$ cat src/rtl/commutation_pkg.sv
// Shared constants and types for the commutation path: cycle length,
// velocity type and the angle generator's state encoding.
package commutation_pkg;

    localparam int CYCLE_LENGTH = 1170;
    localparam int VEL_WIDTH    = 16;

    typedef logic signed [VEL_WIDTH-1:0] velocity_t;

    typedef enum logic [1:0] {
        IDLE     = 2'd0,
        RAMP     = 2'd1,
        CRUISE   = 2'd2,
        STOPPING = 2'd3
    } state_t;

    // New targets are refused only while the motor is being brought to rest.
    function automatic logic accepts_command(input state_t s);
        return s != STOPPING;
    endfunction

endpackage

$ cat src/rtl/update_tick_generator.sv
// Free-running divider producing a one-cycle tick every DIVIDER clocks,
// on the last count of each period.
module update_tick_generator #(
    parameter int DIVIDER = 1024
) (
    input  logic clk,
    input  logic reset,
    output logic tick
);

    localparam int CW = (DIVIDER > 1) ? $clog2(DIVIDER) : 1;
    localparam logic [CW-1:0] LAST = CW'(DIVIDER - 1);

    logic [CW-1:0] count;

    assign tick = (count == LAST);

    always_ff @(posedge clk or posedge reset) begin
        if (reset) begin
            count <= '0;
        end else if (tick) begin
            count <= '0;
        end else begin
            count <= count + CW'(1);
        end
    end

endmodule

$ cat src/rtl/commutation_angle_generator.sv
// Integrates a slew-limited signed velocity into the electrical cycle
// position consumed by the commutation stage.
module commutation_angle_generator #(
    parameter int CYCLE_LENGTH = commutation_pkg::CYCLE_LENGTH,
    parameter int TICK_DIVIDER = 1024,
    parameter int VEL_WIDTH    = 16,
    parameter int FRAC_BITS    = 8,
    parameter int ACCEL_STEP   = 16
) (
    input  logic                        clk,
    input  logic                        reset,
    input  logic                        enable,
    input  logic                        cmd_valid,
    output logic                        cmd_ready,
    input  logic signed [VEL_WIDTH-1:0] cmd_velocity,
    output logic [10:0]                 cycle_position,
    output logic signed [VEL_WIDTH-1:0] velocity,
    output logic                        at_speed,
    output logic                        moving
);

    import commutation_pkg::*;

    localparam int ACC_WIDTH  = 11 + FRAC_BITS;
    localparam int SUM_WIDTH  = ACC_WIDTH + 1;
    localparam int DIFF_WIDTH = VEL_WIDTH + 1;

    localparam logic [SUM_WIDTH-1:0] WRAP =
        SUM_WIDTH'(CYCLE_LENGTH * (2 ** FRAC_BITS));
    localparam logic signed [DIFF_WIDTH-1:0] STEP     = DIFF_WIDTH'(ACCEL_STEP);
    localparam logic signed [DIFF_WIDTH-1:0] NEG_STEP = -DIFF_WIDTH'(ACCEL_STEP);
    localparam logic signed [VEL_WIDTH-1:0]  VSTEP    = VEL_WIDTH'(ACCEL_STEP);

    logic                        tick;
    logic                        handshake;
    logic                        slew_active;
    logic                        entering_stop;
    logic [ACC_WIDTH-1:0]        phase_acc;
    logic [ACC_WIDTH-1:0]        phase_next;
    logic [SUM_WIDTH-1:0]        phase_sum;
    logic signed [VEL_WIDTH-1:0] target;
    logic signed [VEL_WIDTH-1:0] velocity_next;
    logic signed [DIFF_WIDTH-1:0] diff;
    state_t                      state;
    state_t                      state_next;

    update_tick_generator #(
        .DIVIDER(TICK_DIVIDER)
    ) u_tick (
        .clk  (clk),
        .reset(reset),
        .tick (tick)
    );

    assign handshake     = cmd_valid && cmd_ready;
    assign entering_stop = tick && (state != STOPPING) && (state_next == STOPPING);

    // A resting motor only starts slewing once it has both permission and a goal.
    assign slew_active = (state != IDLE) || (enable && (target != '0));

    assign diff = $signed({target[VEL_WIDTH-1], target})
                - $signed({velocity[VEL_WIDTH-1], velocity});

    always_comb begin
        velocity_next = velocity;
        if (slew_active) begin
            if (diff > STEP) begin
                velocity_next = velocity + VSTEP;
            end else if (diff < NEG_STEP) begin
                velocity_next = velocity - VSTEP;
            end else begin
                velocity_next = target;
            end
        end
    end

    // Sum is one bit wider than the accumulator so its MSB flags an underflow.
    assign phase_sum = {1'b0, phase_acc}
                     + {{(SUM_WIDTH - VEL_WIDTH){velocity[VEL_WIDTH-1]}}, velocity};

    always_comb begin
        phase_next = phase_acc;
        if (state != IDLE) begin
            if (phase_sum[SUM_WIDTH-1]) begin
                phase_next = ACC_WIDTH'(phase_sum + WRAP);
            end else if (phase_sum >= WRAP) begin
                phase_next = ACC_WIDTH'(phase_sum - WRAP);
            end else begin
                phase_next = phase_sum[ACC_WIDTH-1:0];
            end
        end
    end

    always_comb begin
        state_next = state;
        case (state)
            IDLE: begin
                if (enable && (target != '0)) begin
                    state_next = RAMP;
                end
            end
            RAMP: begin
                if (!enable) begin
                    state_next = STOPPING;
                end else if (velocity_next == target) begin
                    state_next = CRUISE;
                end
            end
            CRUISE: begin
                if (!enable) begin
                    state_next = STOPPING;
                end else if (target != velocity_next) begin
                    state_next = RAMP;
                end
            end
            STOPPING: begin
                if (velocity_next == '0) begin
                    state_next = IDLE;
                end
            end
            default: state_next = IDLE;
        endcase
    end

    always_ff @(posedge clk or posedge reset) begin
        if (reset) begin
            phase_acc <= '0;
            velocity  <= '0;
            state     <= IDLE;
        end else if (tick) begin
            phase_acc <= phase_next;
            velocity  <= velocity_next;
            state     <= state_next;
        end
    end

    // Stopping wins over a command arriving in the same cycle.
    always_ff @(posedge clk or posedge reset) begin
        if (reset) begin
            target <= '0;
        end else if (entering_stop) begin
            target <= '0;
        end else if (handshake) begin
            target <= cmd_velocity;
        end
    end

    assign cycle_position = phase_acc[ACC_WIDTH-1:FRAC_BITS];
    assign cmd_ready      = accepts_command(state);
    assign at_speed       = (state == CRUISE);
    assign moving         = (velocity != '0);

endmodule

$ cat config.mk
export PLATFORM = sky130hd
export DESIGN_NAME = commutation_angle_generator
export DESIGN_NICKNAME = d
export VERILOG_FILES = /design/src/rtl/commutation_pkg.sv /design/src/rtl/update_tick_generator.sv /design/src/rtl/commutation_angle_generator.sv
export SDC_FILE = /design/constraint.sdc
export NUM_CORES = 1
export LEC_CHECK = 0
export CAP_MARGIN = 10
export CORE_UTILIZATION = 35
export DETAILED_ROUTE_END_ITERATION = 12
export SYNTH_ARGS = -nofsm -noshare
export SYNTH_HDL_FRONTEND = slang
export SYNTH_SLANG_ARGS = --single-unit
$ cat constraint.sdc
create_clock -name clk -period 6.9 [get_ports clk]
set_clock_uncertainty 0.1 [all_clocks]
set_input_delay 1.38 -clock clk [delete_from_list [all_inputs] [get_ports clk]]
set_output_delay 1.38 -clock clk [all_outputs]
set_load 0.03 [all_outputs]
## Word-level counts from Yosys, hierarchy flattened

Cells that the tools add are included.

| word-level totals | value |
|---|---|
| register bits after elaboration | 63 |
| input bits | 20 |
| output and inout port bits | 30 |
| logic and storage cells | 50 |

| operators by class | value |
|---|---|
| add/sub/neg operators | 7 |
| magnitude comparators | 3 |
| equal/unequal tests | 8 |
| muxes and demuxes | 15 |
| reduce and logical (&&, ||, !) cells | 12 |

Operators by type and width:

| cell | number |
|---|---|
| $mux 16 | 5 |
| $mux 19 | 2 |
| $reduce_bool 16->1 | 2 |
| $add 19x20->20 | 1 |
| $ge 20x19->1 const B | 1 |
| $add 19x19->19 const B | 1 |
| $sub 19x19->19 const B | 1 |
| $gt 17x6->1 const B | 1 |
| $lt 17x5->1 const B | 1 |
| $sub 16x16->17 | 1 |
| $add 16x6->16 const B | 1 |
| $eq 16x16->1 | 1 |
| $logic_not 16->1 | 1 |
| $ne 16x16->1 | 1 |
| $sub 16x6->16 const B | 1 |
| $mux 2 | 6 |
| $add 10x1->10 const B | 1 |
| $eq 10x10->1 const B | 1 |
| $mux 10 | 1 |
| $pmux 2 s4 | 1 |
| $eq 2x2->1 const B | 3 |
| $logic_and 1x1->1 | 4 |
| $reduce_bool 2->1 | 2 |
| $eq 2x1->1 const B | 1 |
| 4 further kinds | 4 |

## Logic depth before layout (Yosys ltp)

Gate-level depths: netlist (run 1).

| depth | value |
|---|---|
| depth in word-level cells | 12 |
| depth in mapped cells | 19 |
| mapped depth without buffers | 19 |

## Hierarchy

A second synthesis (run 1) with hierarchy kept.

| unflattened totals | value |
|---|---|
| cells, all modules | 858 |
| area total of the unflattened synthesis | 6591.3 um^2 |

Modules (own cells, without submodules):

| module | instances | cells an instance | area each (um^2) | seq. area each (um^2) |
|---|---|---|---|---|
| commutation_angle_generator | 1 | 815 | 6125.9 | 1326.3 |
| update_tick_generator | 1 | 43 | 465.4 | 250.2 |

## Worst setup path after synthesis (run 1)

No wires, ideal clock.

| timing path | value |
|---|---|
| path type | reg2reg |
| from | register velocity[10] |
| to | register target[8] |
| library setup time | 73 ps |
| arrival | 4787 ps |
| required time | 6727 ps |
| path slack | 1940 ps |
| stages on the path, launching flop included | 20 |
| period minus slack after synthesis | 4960 ps |
| cell sequence | dfrtp_1 clkbuf_1 inv_1 ha_1 buf_2 and4_1 nand2_1 a2111oi_4 o2111ai_1 nor3b_1 buf_6 or4b_4 nor3_4 nor2_2 o311a_1 or4b_4 nor4b_4 nor4_2 buf_6 a21oi_2 |

| between the ends | value |
|---|---|
| longest elaborated chain between the ends | 12 |
| elaborated cells on any way between the ends | 21 |
| classes of those cells | 3 x add/sub; 2 x order compare; 3 x eq/ne; 10 x mux; 3 x reduce/logical |

RTL lines:

| item | RTL line | text |
|---|---|---|
| start, declared | commutation_angle_generator.sv:17 | `output logic signed [VEL_WIDTH-1:0] velocity,` |
| start signal, assigned | commutation_angle_generator.sv:132 | `velocity <= velocity_next;` |
| $sub 16x16->17 | commutation_angle_generator.sv:62 | `- $signed({velocity[VEL_WIDTH-1], velocity});` |
| $lt 17x5->1 | commutation_angle_generator.sv:69 | `end else if (diff < NEG_STEP) begin` |
| $mux 16 | commutation_angle_generator.sv:69 |  |
| $mux 16 | commutation_angle_generator.sv:67 | `if (diff > STEP) begin` |
| $mux 16 (*) | commutation_angle_generator.sv:66 | `if (slew_active) begin` |
| $ne 16x16->1 or $eq 16x16->1 (tied branches) | commutation_angle_generator.sv:112, commutation_angle_generator.sv:105 |  |
| $mux 2 (on tied branches) | commutation_angle_generator.sv:112, commutation_angle_generator.sv:105 |  |
| $mux 2 (on tied branches) | commutation_angle_generator.sv:110, commutation_angle_generator.sv:103 |  |
| $pmux 2 s4 (*) | commutation_angle_generator.sv:96 | `case (state)` |
| $eq 2x2->1 (*) | commutation_angle_generator.sv:56 | `assign entering_stop = tick && (state != STOPPING) && (state_next == STOPPING);` |
| $logic_and 1x1->1 (*) | commutation_angle_generator.sv:56 |  |
| $mux 16 or $reduce_bool 2->1 (tied branches) | -- |  |
| end signal, assigned | commutation_angle_generator.sv:144 | `target <= cmd_velocity;` |
| end, declared | commutation_angle_generator.sv:41 | `logic signed [VEL_WIDTH-1:0] target;` |

Every way passes the cells marked *; elsewhere a longest branch is shown, timed or not.
A chain may end at the register's enable or synchronous reset.

## Worst setup path in the final report (run 1)

| timing path | value |
|---|---|
| from | register velocity[9] |
| to | register target[14] |

The elaborated chain is that of the path after synthesis.

==> results of run 1 <==
worst register-to-register path: cells and delay by family (launching register included):
kind,cells,cell delay [ps]
buffers and inverters,2,490
AO/OA/AOI/OAI,6,1870
adder cells (fa/ha/maj),1,550
flip-flops,1,470
AND/OR/NAND/NOR,7,2140
flip-flops by register name, summed over array words and instances, names as in the netlist:
name,count
phase_acc,19
u_tick.count,10
target,16
state,2
velocity,16
kinds of logic (layout without fill, tap and decap cells):
logic type,after synthesis,in the layout
and+or+nand+nor,307,307
AOI/OAI and AO/OA,251,251
buffers and inverters,93,120
xor gates and xnor gates,71,71
DFF,63,63
adders and majority gates,43,43
muxes,7,7
power breakdown:
group | internal [mW] | switching (mW) | leakage (nW)
clock | 0.278 | 0.183 | 0.142
sequential | 0.370 | 0 | 0.835
combinational | 0.0102 | 0.00954 | 2.18
total | 0.658 | 0.193 | 3.15
per-layer routing:
layer | vias up | GRT usage, % | wire (µm)
met2 | 211 | 33.2 | 8900
li1 | 3118 | - | -
met1 | 3004 | 28.3 | 9380
met5 | - | 0 | 0
met4 | 0 | 10.4 | 686
met3 | 51 | 3.61 | 1230
cell usage after synthesis, drive strengths merged, types with 5 or more instances:
cell	n
buf	20
nand4	11
xor2	28
a21o	11
a31oi	10
o22ai	8
a21oi	63
and3	13
ha	41
a211oi	10
nand3	22
dfrtp	63
xnor2	43
o31ai	15
o311ai	6
and2	12
nor3	21
nor4	15
nand2b	7
a211o	6
clkbuf	31
inv	40
nor2	54
nand2	114
or3	8
o21ai	42
o21a	9
o211ai	11
o211a	5
o221ai	5
a2111oi	5
metrics by stage:
stage	hold WS [ps]	cells
after CTS	380	1091
after global routing	407	1091
after detailed placement	366	1075
final	383	1091
after floorplan	346	835
after global placement	363	1075
placed cells by master (no fill, tap or decap), drive strengths merged, types with 12 or more instances in the layout:
cell	count
and2	12
nand3	22
xnor2	43
a21oi	63
dfrtp	63
nor4	15
and3	13
xor2	28
inv	40
ha	41
nor2	54
nand2	114
buf	13
nor3	21
clkdlybuf4s50	49
o21ai	42
o31ai	15
layout make-up:
type	count	area, µm²
clock buffers	10	229
clock inverters	6	61.3
fillers	1829	10700
inverters	42	158
multi-input cells	679	4620
flip-flops and latches	63	1580
well taps	229	287
repair buffers	62	588
worst min path at each step:
stage                                from         endpoint  slack, ps  depth (start not counted)
after floorplan           u_tick.count[4]  u_tick.count[4]        350                          1
after global placement       phase_acc[0]     phase_acc[0]        360                          2
after detailed placement  u_tick.count[4]  u_tick.count[4]        370                          1
after CTS                 u_tick.count[4]  u_tick.count[4]        380                          1
after global routing      u_tick.count[4]  u_tick.count[4]        410                          1
final                     u_tick.count[4]  u_tick.count[4]        380                          1
==> results.env, run 1 <==
IR_WORST_VDD_V=0.000101
YOSYS_MOST_USED_DFF='sky130_fd_sc_hd__dfrtp_1'
PERIOD_MINUS_SLACK_PS=5810
PRE_CTS_WS_PS=1180
TRITONCTS='yes'
CTS_ROOT_BUF='sky130_fd_sc_hd__clkbuf_16'
CLOCK_LATENCY_LATE_SINK_PS=350
SYNTH.TOP_CELL.AREA_SHARE_PCT=23.9
CRITICAL-PATH-MAX-STAGE-DELAY_PS=900
SYNTH_ASYNC_SR_FLOP_SHARE_PCT=100
WORSTMARGINPINSLEW_PS=1200
CRITICAL_PATH_REQUIRED_PS=6960
TIMING.CRITICAL_PATH.TO_TYPE='flop'
GRT_SETUP_UNREPAIRED='no'
FP.DIEH_UM=139
CRITPATHTOPFAMILY='simple AND/OR/NAND/NOR gates'
FMAX_GHz=0.172
NETLIST-CELL-TYPE-COUNT=84
CTS_HOLD_BUF=0
SYNTH_AREA_PER_CELL_UM2=7.91
POST_DRT_VIA_CELL_RATIO=5.85
POST-ROUTE-CELL-AREA_MM2=0.00752
STARTING_DRC_COUNT_IN_DETAILED_ROUTING=502
MAX_CAP_VIOLS=0
CRITPATHMAXFANOUT=16
TIMING_HOLD_VIOLATIONS_FINAL=0
PATH_CELLS='clkinv_1, ha_1, and4_1, nand2_1, a2111oi_4, o2111ai_1, nor3b_1, buf_4, nor4b_2, a21oi_1, a221oi_2, o311a_1, or4b_4, nor4b_4, nor4_4, a21oi_1'
WORST_SETUP_PATH_ENDPOINT='target[14]'
SETUP_SLACK_AFTER_LAYOUT_PS=1090
FIN_NETS=920
RUN_STATUS='completed'
CTS.HTREE.LEVELS=3
GLOBAL_ROUTE.OVERFLOW_TOTAL=0
CORE_AREA_MM2=0.0182
CRITICAL_PATH.SLOWEST_CELL='sky130_fd_sc_hd__nor4_4'
CP_NUM_CELLS=16
POST_SYNTHESIS_REGISTER_BIT_COUNT=63
SETUP_REPAIR_BUFS_AFTER_CTS=0
SYNTH_ENABLE_FLOP_CELLS=0
FIRST_GLOBAL_VIAS=6022
CRITICAL_PATH.MOST_COMMON_CELL='sky130_fd_sc_hd__a21oi_1'
DRIVE_GT1_SHARE_PCT=7.66
LEAKAGEPOWER_nW=3.15
POST-ROUTE-UTIL_PCT=41.3
PLACED_AREA_MM2=0.00723
WIRE_PER_INST_UM=18.5
YOSYSSEQAREASHARE_PCT=23.9
IOPINCOUNT=50
POWER_PER_CELL_AREA_mW_PER_MM2=113
RELSLEWSLACK_PCT=19.5
GRT_ANTENNA_BEFORE_REPAIR=0
SYNTHMUXAREASHARE_PCT=1.14
DIE-WIDTH_UM=139
SYNTH-COMPOUND-AREA-SHARE_PCT=27.2
WORSTPATHBUFFERINVERTERCOUNT=2
REPORT.FINAL.SETUP_VIOL=0
POST_CTS.RESIZED_INSTANCES=0
SYNTH_NETS=898
PLACE_HPWL_UM=15500
RR_STARTPOINT='velocity[9]'
SYNTH-ADDER-AREA-SHARE_PCT=8.38
YOSYS.AREA_SHARE.XOR_XNOR_PCT=9.42
CP-START-KIND='flop'
SYN_TO_FINAL_GROWTH_PCT=14.0
MIN_PERIOD_OVER_PERIOD_PCT=84.2
POWER.TOTAL_mW=0.851
DIE_AREA_MM2=0.0194
WORST-ENDPOINT-ARRIVAL_PS=5870
POST_SYNTH_MAIN_AREA_CONTRIBUTORS='sky130_fd_sc_hd__dfrtp_1 (24%), sky130_fd_sc_hd__ha_1 (7.8%), sky130_fd_sc_hd__nand2_1 (6.5%)'
SETUP_SLACK_REG_TO_REG_PS=1090
PLACE.PORT_BUFFERS=49
CLOCK-SINKS=63
INSERTED_CLOCK_BUFFERS=9
CRIT_TYPE='flop to flop'
WL_UM=20200
GP_CONGESTION=0.962
FINALSETUPTNS_PS=0
DRC_ERRORS=0
COMBINATIONAL_FAMILY_WITH_THE_MOST_AREA_AFTER_SYNTHESIS='compound AO/OA/AOI/OAI gates'
CRITPATHLAUNCH='velocity[9]'
SYNTHESIS.AREA_MM2=0.00660
WIRE_LENGTH_OF_THE_FIRST_GLOBAL_ROUTING_PASS_UM=32300
STARTING_DENSITY_OF_THE_CORE_PCT=36.3
SYNTH_AREA_LEADER_CELL='sky130_fd_sc_hd__dfrtp_1'
ROWS=49
ANTENNA_DIODES=0
GRT_MAX_DEGREE=64
FINAL_ANTENNA_NET_COUNT=0
SYNTH-SIMPLE-AREA-SHARE_PCT=23.7
REGTOREGENDPOINT='target[14]'
SYNTH_WARNINGS=0
GLOBAL_ROUTING_USAGE_SUMMED_ACROSS_ALL_ROUTING_LAYERS_PCT=21.2
VIA_COUNT=6384
PATH_CLK_SLEW_PS=60
WORSTHOLDPATHTYPE='flop to flop'
WORST_R2R_PATH_DEPTH=16
MAX-CLOCK-PATH-BUFFERS=2
SYN-INSTANCE-COUNT=835
SLEW_VIOL_FINAL=0
DRTPASS1ITERATIONS=5
Note: power is estimated with default switching activity, not from simulation.
==> run 2, diff against run 1 <==
clock period = 5 ns   (was 6.9 ns; I/O delays follow)
==> run 2 against run 1 <==
  * Setup slack got worse by 860 ps
  * Utilization increased by 3.0 points
  * Cell area rose by 7.2%
  * Count of clock-buffer cells in the layout down 1
  * Sequential power rose by 38%
  * First-iteration DRC count shrank 5.6%
  * Clock power increased by 54%
  * Non-clock buffer count up 54
  * Highest routed layer unchanged
  * Maximum frequency up 22%
  * Register-to-register slack lost 860 ps
==> results.env, run 2 (synthesis gave the netlist of run 1 again) <==
HOLD_DEPTH=1  # unchanged
WORSTMARGINPINSLEW_PS=797  # -401 ps
IOPINCOUNT=50  # unchanged
INTERNAL_POWER_mW=0.961  # +46%
WIRE_PER_INST_UM=18.3  # -0.96%
SHARE_CLK_OF_TOTAL_POWER_PCT=57.0  # +2.8 points
DIE_AREA_MM2=0.0194  # unchanged
MIN_PERIOD_OVER_PERIOD_PCT=95.4  # +11 points
REGTOREGENDPOINT='state[1]'
WORST-ENDPOINT-ARRIVAL_PS=4860  # -1010 ps
CTS.HTREE.LEVELS=3  # unchanged
FP.DIEH_UM=139  # unchanged
MAX-CLOCK-PATH-BUFFERS=2  # unchanged
WORST_HOLD_ENDPOINT='u_tick.count[4]'
GLOBAL_ROUTE.OVERFLOW_TOTAL=0  # unchanged
WIRE_LENGTH_OF_THE_FIRST_GLOBAL_ROUTING_PASS_UM=33800  # +4.6%
INSERTED_CLOCK_BUFFERS=9  # unchanged
GLOBAL_ROUTING_USAGE_SUMMED_ACROSS_ALL_ROUTING_LAYERS_PCT=22.2  # +0.92 points
RUN_STATUS='completed'
CLOCK_LATENCY_LATE_SINK_PS=350  # about the same
WORSTHOLDPATHTYPE='flop to flop'
GP_CONGESTION=0.973  # +1.1%
DIE-WIDTH_UM=139  # unchanged
TIMING.HOLD.WS_PS=371  # -11.5 ps
SLEW_VIOL_FINAL=0  # unchanged
CRITICAL_PATH.SLOWEST_CELL='sky130_fd_sc_hd__or4b_4'
ROWS=49  # unchanged
RELSLEWSLACK_PCT=46.7  # +27 points
CTS_ROOT_BUF='sky130_fd_sc_hd__clkbuf_16'
STDCELL_COUNT=1145  # +4.9%
DRTPASS1ITERATIONS=5  # unchanged
PWR-SHARE-COMB_PCT=2.2  # about the same
PATH_CELLS='inv_1, ha_2, nor2_1, o21a_1, a31oi_2, mux2i_2, o2111ai_1, or4b_4, nor3_4, nor2_2, o311a_1, or4b_4, nor4b_4, buf_4, a221o_1, o221ai_1'
LEAKAGEPOWER_nW=3.46  # +9.7%
CTS_HOLD_BUF=0  # unchanged
STARTING_DRC_COUNT_IN_DETAILED_ROUTING=474  # -5.6%
M1WIRELENGTH_UM=9360  # -0.20%
UPPERMOST_SIGNAL_ROUTING_LAYER_AFTER_DETAILED_ROUTING='met4'
CRIT_TYPE='flop to flop'
RR_STARTPOINT='velocity[4]'
POWER.TOTAL_mW=1.25  # +47%
PLACE_HPWL_UM=16100  # +4.4%
DRIVE_GT1_SHARE_PCT=15.7  # +8.1 points
TRITONCTS='yes'
P_SW_mW=0.288  # +50%
POWER_PER_CELL_AREA_mW_PER_MM2=155  # +37%
CRITICAL_PATH_REQUIRED_PS=5090  # -1870 ps
DRC_ERRORS=0  # unchanged
CP-START-KIND='flop'
SETUP_SLACK_REG_TO_REG_PS=230  # -860 ps
SYN_TO_FINAL_GROWTH_PCT=22.2
PERIOD_MINUS_SLACK_PS=4770  # -1040 ps
POWER_FRAC_SEQ_PCT=40.8  # -2.6 points
CRITPATHMAXFANOUT=7  # -9
ROUTED-WL-MET2_UM=9640  # +8.3%
PATH_CLK_SLEW_PS=60  # about the same
WORSTHOLDSTART='u_tick.count[4]'
FIRST_GLOBAL_VIAS=6430  # +6.8%
GRT_ANTENNA_BEFORE_REPAIR=0  # unchanged
LAYOUT.CELLS.MOST_COMMON='sky130_fd_sc_hd__nand2_1'
FINAL_ANTENNA_NET_COUNT=0  # unchanged
CRITICAL-PATH-MAX-STAGE-DELAY_PS=630  # -270 ps
BIGGESTREGSBYFLOPS='phase_acc x19, target x16, velocity x16'
MET3_WIRELENGTH_UM=1240  # +0.81%
TIMING_HOLD_VIOLATIONS_FINAL=0  # unchanged
MOST-COMMON-LAYOUT-CELLS='sky130_fd_sc_hd__nand2_1 (114), sky130_fd_sc_hd__buf_4 (67), sky130_fd_sc_hd__dfrtp_1 (63)'
POST_DRT_VIA_CELL_RATIO=5.79  # -0.97%
TIMING.CRITICAL_PATH.TO_TYPE='flop'
WL_UM=21000  # +3.9%
REPORT.FINAL.SETUP_VIOL=0  # unchanged
WORST_R2R_PATH_DEPTH=16  # unchanged
MAX_CAP_VIOLS=0  # unchanged
IR_WORST_VDD_V=0.000159  # +57%
CLOCK-SINKS=63  # unchanged
POST-ROUTE-UTIL_PCT=44.3  # +3.0 points
FIN_NETS=974  # +5.9%
VIA_COUNT=6635  # +3.9%
ANTENNA_DIODES=0  # unchanged
CORE_AREA_MM2=0.0182  # unchanged
GRT_MAX_DEGREE=34  # -47%
POWER.SHARE.SWITCHING_PCT=23.1  # +0.42 points
LARGEST_REGISTER_FF_COUNT=19  # unchanged
DPL.CELL_COUNT=1127  # +4.8%
WORSTPATHBUFFERINVERTERCOUNT=2  # unchanged
MAX_FLOP_REGISTER='phase_acc'
CRITPATHTOPFAMILY='simple AND/OR/NAND/NOR gates'
PLACE.PORT_BUFFERS=49  # unchanged
FMAX_GHz=0.210  # +22%
STARTING_DENSITY_OF_THE_CORE_PCT=36.3  # unchanged
CRITICAL_PATH.MOST_COMMON_CELL='sky130_fd_sc_hd__or4b_4'
==> run 2: stage by stage <==
stage	area [µm²]	setup slack (ps)	TNS (ps)
2_1_floorplan	6600	39.6	0
3_3_place_gp	7620	-21.0	-21.0
3_5_place_dp	7620	-20.8	-20.8
4_1_cts	7950	7.22	0
5_1_grt	8070	-18.1	-33.6
6_report	8070	229	0
==> run 2: final cells by class <==
class / instances / area (µm²)
inverter: 42 / 158
fill: 1825 / 10100
clock inverter: 7 / 96.3
clock buffer: 9 / 225
multi-input combinational: 679 / 4730
tap: 229 / 287
sequential: 63 / 1580
timing repair buffer: 116 / 993
==> run 2: worst reg2reg max path, stage by stage, from the launching register on <==
cell and delay (ps):
sky130_fd_sc_hd__dfrtp_1 370, sky130_fd_sc_hd__inv_1 110, sky130_fd_sc_hd__ha_2 320, sky130_fd_sc_hd__nor2_1 320, sky130_fd_sc_hd__o21a_1 270, sky130_fd_sc_hd__a31oi_2 60
sky130_fd_sc_hd__mux2i_2 300, sky130_fd_sc_hd__o2111ai_1 240, sky130_fd_sc_hd__or4b_4 630, sky130_fd_sc_hd__nor3_4 160, sky130_fd_sc_hd__nor2_2 100, sky130_fd_sc_hd__o311a_1 290
sky130_fd_sc_hd__or4b_4 550, sky130_fd_sc_hd__nor4b_4 380, sky130_fd_sc_hd__buf_4 190, sky130_fd_sc_hd__a221o_1 110, sky130_fd_sc_hd__o221ai_1 120
==> run 2: per-layer routing <==
layer / global-route usage [%] / vias to the layer above
met5: 0 / -
met4: 10.9 / 0
met3: 3.34 / 57
met2: 36.1 / 227
met1: 28.6 / 3113
li1: - / 3238
==> run 2: repair_timing <==
item	in CTS	in global routing
buffers inserted	0	2
setup endpoints to repair	1	24
gates cloned	0	0
pin swaps	0	7
gates resized for setup	1	26
==> run 2: worst max path at each step <==
stage,start,endpoint,slack (ps),cells past startpoint
3_5_place_dp,target[0],state[1],-20,17
5_1_grt,velocity[8],target[10],-20,17
3_3_place_gp,target[0],state[1],-20,17
4_1_cts,target[0],state[1],7,17
2_1_floorplan,velocity[10],target[8],40,19
6_report,velocity[4],state[1],230,16
==> run 2: power groups by stage <==
stage / clock, mW / sequential [mW] / combinational, mW
floorplan: 0 / 0.519 / 0.00818
global placement: 0 / 0.519 / 0.0288
detailed placement: 0 / 0.519 / 0.0291
CTS: 0.727 / 0.510 / 0.0291
global route: 0.741 / 0.509 / 0.0314
finish: 0.712 / 0.510 / 0.0278
